### src/rtl/bp_pkg.sv
// Shared parameters, state encoding and helpers for the branch resolve unit.
package bp_pkg;

    localparam int unsigned LOWER_DEF        = 5;
    localparam int unsigned DEPTH_DEF        = 4;
    localparam int unsigned FLUSH_CYCLES_DEF = 2;
    localparam int unsigned CNT_W            = 16;

    typedef enum logic {
        RUN   = 1'b0,
        FLUSH = 1'b1
    } state_t;

    // Saturating increment for the mispredict counter.
    function automatic logic [CNT_W-1:0] sat_inc(input logic [CNT_W-1:0] v);
        return (v == {CNT_W{1'b1}}) ? v : v + CNT_W'(1);
    endfunction

endpackage

### src/rtl/pred_fifo.sv
// Synchronous FIFO of outstanding predictions with a single-cycle clear.
module pred_fifo #(
    parameter int unsigned WIDTH = 6,
    parameter int unsigned DEPTH = 4
) (
    input  logic             clk,
    input  logic             rst,
    input  logic             clear,
    input  logic             push,
    input  logic             pop,
    input  logic [WIDTH-1:0] wdata,
    output logic [WIDTH-1:0] rdata,
    output logic             full,
    output logic             empty
);

    localparam int unsigned AW = (DEPTH > 1) ? $clog2(DEPTH) : 1;

    logic [WIDTH-1:0] mem [DEPTH];
    logic [AW:0]      wptr;
    logic [AW:0]      rptr;

    // Extra pointer MSB separates the full and empty cases when indices match.
    assign empty = (wptr == rptr);
    assign full  = (wptr[AW] != rptr[AW]) && (wptr[AW-1:0] == rptr[AW-1:0]);
    assign rdata = mem[rptr[AW-1:0]];

    always_ff @(posedge clk) begin
        if (rst || clear) begin
            wptr <= '0;
            rptr <= '0;
            for (int unsigned i = 0; i < DEPTH; i++) begin
                mem[i] <= '0;
            end
        end else begin
            if (push) begin
                mem[wptr[AW-1:0]] <= wdata;
                wptr              <= wptr + (AW+1)'(1);
            end
            if (pop) begin
                rptr <= rptr + (AW+1)'(1);
            end
        end
    end

endmodule

### src/rtl/branch_resolve_unit.sv
// Matches resolved branches against queued predictions, updates the history
// table and squashes the younger pipeline on a mispredict.
module branch_resolve_unit
    import bp_pkg::*;
#(
    parameter int unsigned LOWER        = LOWER_DEF,
    parameter int unsigned DEPTH        = DEPTH_DEF,
    parameter int unsigned FLUSH_CYCLES = FLUSH_CYCLES_DEF
) (
    input  logic             clk,
    input  logic             rst,
    input  logic             pred_valid,
    input  logic [LOWER-1:0] pred_addr,
    input  logic             pred_taken,
    output logic             pred_ready,
    input  logic             res_valid,
    input  logic             res_taken,
    input  logic             res_jumped,
    output logic             res_ready,
    output logic             bht_en,
    output logic [LOWER-1:0] bht_write_addr,
    output logic             bht_was_taken,
    output logic             bht_jumped,
    output logic             flush,
    output logic [CNT_W-1:0] mispredict_count,
    output logic             underflow_err
);

    localparam int unsigned EW = LOWER + 1;
    localparam int unsigned CW = (FLUSH_CYCLES > 1) ? $clog2(FLUSH_CYCLES) : 1;

    state_t           state;
    state_t           state_d;
    logic [CW-1:0]    fcnt;
    logic [CW-1:0]    fcnt_d;
    logic [EW-1:0]    wdata;
    logic [EW-1:0]    rdata;
    logic             full;
    logic             empty;
    logic             push;
    logic             pop;
    logic             mispredict;
    logic [CNT_W-1:0] miss_cnt;
    logic [CNT_W-1:0] miss_cnt_d;

    // Handshakes are combinational so a pop can free a full slot in the same cycle.
    assign res_ready  = !rst && (state == RUN) && !empty;
    assign pred_ready = !rst && (state == RUN) && (!full || pop);
    assign pop        = res_valid && res_ready;
    assign push       = pred_valid && pred_ready;
    assign wdata      = {pred_addr, pred_taken};
    assign mispredict = pop && ((res_taken || res_jumped) != rdata[0]);

    assign mispredict_count = miss_cnt;
    assign miss_cnt_d       = mispredict ? sat_inc(miss_cnt) : miss_cnt;

    // A mispredict squashes every younger prediction still queued.
    pred_fifo #(
        .WIDTH (EW),
        .DEPTH (DEPTH)
    ) u_fifo (
        .clk   (clk),
        .rst   (rst),
        .clear (mispredict),
        .push  (push),
        .pop   (pop),
        .wdata (wdata),
        .rdata (rdata),
        .full  (full),
        .empty (empty)
    );

    always_ff @(posedge clk) begin
        if (rst) begin
            state <= RUN;
            fcnt  <= '0;
        end else begin
            state <= state_d;
            fcnt  <= fcnt_d;
        end
    end

    always_comb begin
        state_d = state;
        fcnt_d  = fcnt;
        case (state)
            RUN: begin
                if (mispredict) begin
                    state_d = FLUSH;
                    fcnt_d  = '0;
                end
            end
            FLUSH: begin
                if (fcnt == CW'(FLUSH_CYCLES - 1)) begin
                    state_d = RUN;
                end else begin
                    fcnt_d = fcnt + CW'(1);
                end
            end
            default: state_d = RUN;
        endcase
    end

    // Registered outputs: flush tracks the FLUSH state, table update trails the pop.
    always_ff @(posedge clk) begin
        if (rst) begin
            flush          <= 1'b0;
            miss_cnt       <= '0;
            underflow_err  <= 1'b0;
            bht_en         <= 1'b0;
            bht_write_addr <= '0;
            bht_was_taken  <= 1'b0;
            bht_jumped     <= 1'b0;
        end else begin
            flush    <= (state_d == FLUSH);
            miss_cnt <= miss_cnt_d;
            bht_en   <= pop;
            if (res_valid && empty && (state == RUN)) begin
                underflow_err <= 1'b1;
            end
            if (pop) begin
                bht_write_addr <= rdata[EW-1:1];
                bht_was_taken  <= res_taken;
                bht_jumped     <= res_jumped;
            end
        end
    end

endmodule

### config.mk
export PLATFORM = sky130hd
export DESIGN_NAME = branch_resolve_unit
export DESIGN_NICKNAME = d
export VERILOG_FILES = /design/src/rtl/bp_pkg.sv /design/src/rtl/pred_fifo.sv /design/src/rtl/branch_resolve_unit.sv
export SDC_FILE = /design/constraint.sdc
export NUM_CORES = 1
export LEC_CHECK = 0
export BUFFER_PORTS_ARGS = -buffer_cell sky130_fd_sc_hd__buf_2
export CAP_MARGIN = 15
export CORE_MARGIN = 1
export CORE_UTILIZATION = 28
export CTS_CLUSTER_SIZE = 20
export DETAILED_ROUTE_END_ITERATION = 7
export PLACE_DENSITY = 0.48
export REMOVE_ABC_BUFFERS = 1
export SYNTH_ARGS = -nofsm -noshare
export SYNTH_HDL_FRONTEND = slang
export SYNTH_HIERARCHICAL = 1
export SYNTH_SLANG_ARGS = --single-unit
### constraint.sdc
create_clock -name clk -period 2.6 [get_ports clk]
set_input_delay 0.52 -clock clk [delete_from_list [all_inputs] [get_ports clk]]
set_output_delay 0.52 -clock clk [all_outputs]
set_load 0.02 [all_outputs]
==> flow_summary_export.csv <==
group,metric,value,unit
setup_path,arrival,2640,ps
finish,final_area,3370,sq um
grt,grt_pass1_vias,2056,
clock_network,htreeDepth,3,
power,p_int,1.63,mW
setup_path,cp_cell_sequence,"xor2_1 -> nor3b_2 -> nor3_4 -> nand2_4 -> buf_4 -> clkinv_2 -> o21ai_2 -> buf_4 -> nor4_1 -> mux2_2",
routing,drt_iter0_drc,54,
routing,wl_met1,2930,microns
clock_network,clk_pin_slew_worst_paths,70,ps
synthesis,postSynthCellCount,260,
finish,layout-drive-gt1-share,29.2,%
power,power_frac_comb,10.4,%
power,p_switching,0.514,mW
routing,wl_per_cell,14.2,microns
sta,setup_viol,0,
setup_path,critical_path_buf_inv_count,3,
grt,antenna_found_initial,0,
clock_network,cts_root_buf,"clkbuf_8",
floorplan,std_cell_rows,35,
finish,nets,328,
synthesis,ys_top_cells_by_area,"edfxtp_1, dfxtp_1, nor2_1, mux4_2, a21oi_1",
synthesis,ys.warnings.count,6,
clock_network,postCtsHoldBufs,0,
setup_path,path_class,"reg -> reg",
setup_path,cp_slowest_cell,"dfxtp_1",
finish,utilization,35.8,%
synthesis,synthArstFlopShare,0,%
finish,layout_commonest_cell,"buf_2",
power,netSwitchingFraction,24.0,%
routing,drt_wl_total,6360,microns
sta,fin_crit_sh,92.8,%
setup_path,crit_required,2830,ps
power,power.density,636,nW/um^2
hold_path,hold_path_class,"in -> reg",
sta,max_slew_margin,64.2,%
finish,n_antenna_cell,0,
sta,tns,0,ps
synthesis,synth.distinct_cells,51,
clock_network,post_cts_buffers,0,
clock_network,cts.sinks,59,
power,pwr-share-clk,41.5,%
synthesis,avgSynthCellArea,10.6,sq um
routing,drcViolationCount,0,
floorplan,fp.dieH,101,microns
setup_path,crit_fanout,17,
synthesis,synth_area_leader_cell,"edfxtp_1",
routing,top_layer,"met4",
synthesis,synth_seq_cells,59,
setup_path,cp_common_cell,"buf_4",
power,static-leakage-power,1.27,nW
routing,via_per_inst,4.77,
place,dpl.hpwl,4520,microns
routing,ant_nets,0,
routing,first_pass_iters,4,
synthesis,synth_flop_cell,"dfxtp_1",
setup_path,critPathTopFamily,"simple AND/OR/NAND/NOR gates",
clock_network,clockBufferDepth,2,
place,gp_congestion,0.754,
finish,area_growth,22.0,%
place,io_buffer_count,39,
synthesis,synth_edf_count,24,
grt,grt_usage,13.3,%
routing,wl_met2,3110,microns
floorplan,io_pins,40,
setup_path,cp-end-kind,"flip-flop",
clock_network,cts_buffers,9,
sta,slew_violations,0,
sta,skew,5.51,ps
place,place_area,3160,sq um
flow_run,maxCapViolations,0,
sta,hold_viol,0,
status,status,"finished clean",
grt,grt_overflow,0,
sta,period_needed,2410,ps
routing,vias,2130,
floorplan,core,9420,sq um
clock_network,cts_tree,"done",
grt,grt_pass1_wl,10300,microns
routing,routed-wl-met3,246,microns
power,vdd_ir_drop_max,0.383,mV
setup_path,cpPeakStageDelay,390,ps
sta,rsz0062_at_grt,"no",
grt,grt_max_degree,34,
power,p_seq_share,48.1,%
sta,worst_pin_slew,534,ps
clock_network,post_cts_resize_count,0,
setup_path,crit_path_start_kind,"flip-flop",
finish,filler_cell_count,972,
synthesis,netlist_area,2760,sq um
clock_network,clk_latency,340,ps
finish,final_cell_mix,"buf_2, nor2_1, dfxtp_1",
sta,fmaxAchievable,415,MHz
floorplan,die_w,101,microns
synthesis,yosysSeqAreaShare,51.4,%
floorplan,die_area,10300,sq um
floorplan,initial_utilization,29.4,%
synthesis,synth_top_area_share,26.1,%
state kept, by name, indices dropped and copies added, names as in the netlist, named ones only:
register and count:
bht_en 1, mispredict_count 16, underflow_err 1, bht_was_taken 1, bht_write_addr 5, bht_jumped 1
u_fifo/rptr 3, u_fifo/wptr 3, fcnt 1, u_fifo/mem 24, flush 1
tightest hold or removal path: cells and delay by family:
family | cells | cell delay [ps]
simple gates | 1 | 50
compound gates | 1 | 50
buf+inv | 1 | 120
layout make-up:
type	instances	area (sq um)	area share, %
clock buffer	10	128	3.78
inverter	8	31.3	0.928
timing repair buffer	54	308	9.13
tap	129	161	4.79
multi-input combinational	181	1240	36.8
clock inverter	6	80.1	2.37
sequential	59	1420	42.2
power by group through the flow:
stage / registers, mW / clock network [mW] / logic [mW]
5_1_grt: 1.04 / 0.961 / 0.246
4_1_cts: 1.03 / 0.920 / 0.222
3_3_place_gp: 1.05 / 0 / 0.219
3_5_place_dp: 1.05 / 0 / 0.221
6_report: 1.03 / 0.890 / 0.223
2_1_floorplan: 1.06 / 0 / 0.122
cell usage after synthesis (all sizes together) (5+ instances only):
cell type,instances
a21oi,18
buf,7
clkbuf,5
dfxtp,35
edfxtp,24
inv,7
mux2,5
mux4,6
nand2,19
nand2b,9
nand3,6
nand4,5
nor2,37
nor2b,5
nor3,5
nor4,5
o21ai,9
o31ai,7
or4,5
metrics by stage:
step | power [mW] | hold WS [ps] | worst slack [ps] | instances
2_1_floorplan | 1.18 | 465 | -202 | 248
3_3_place_gp | 1.27 | 458 | 155 | 431
3_5_place_dp | 1.27 | 462 | 65.5 | 431
4_1_cts | 2.18 | 437 | 48.2 | 447
5_1_grt | 2.24 | 434 | 18.3 | 447
6_report | 2.14 | 453 | 188 | 447
cell families (layout without fill, tap and decap cells):
family | after synthesis | count (layout) | synth area share, %
compound gates | 46 | 46 | 11.7
flops | 59 | 59 | 51.4
buf+inv | 20 | 78 | 4.03
xor+xnor | 5 | 5 | 1.58
fa+ha+maj | 3 | 3 | 1.36
mux | 13 | 13 | 7.65
simple gates | 114 | 114 | 22.2
path summary, 6_finish.rpt:
| path | depth (start not counted) | to | from | slack, ps |
|---|---|---|---|---|
| min reg2reg | 2 | bht_jumped | bht_jumped | 460 |
| max | 10 | mispredict_count[14] | u_fifo/rptr[0] | 190 |
| max reg2reg | 10 | mispredict_count[14] | u_fifo/rptr[0] | 190 |
| min | 3 | bht_jumped | res_jumped | 450 |
layer usage:
| layer | up-vias | global-route usage, % |
|---|---|---|
| met5 | - | 0 |
| met4 | 0 | 4.68 |
| met3 | 7 | 4.21 |
| met2 | 43 | 22.3 |
| met1 | 1027 | 16.0 |
| li1 | 1053 | - |
(Power assumes the default switching activity.)
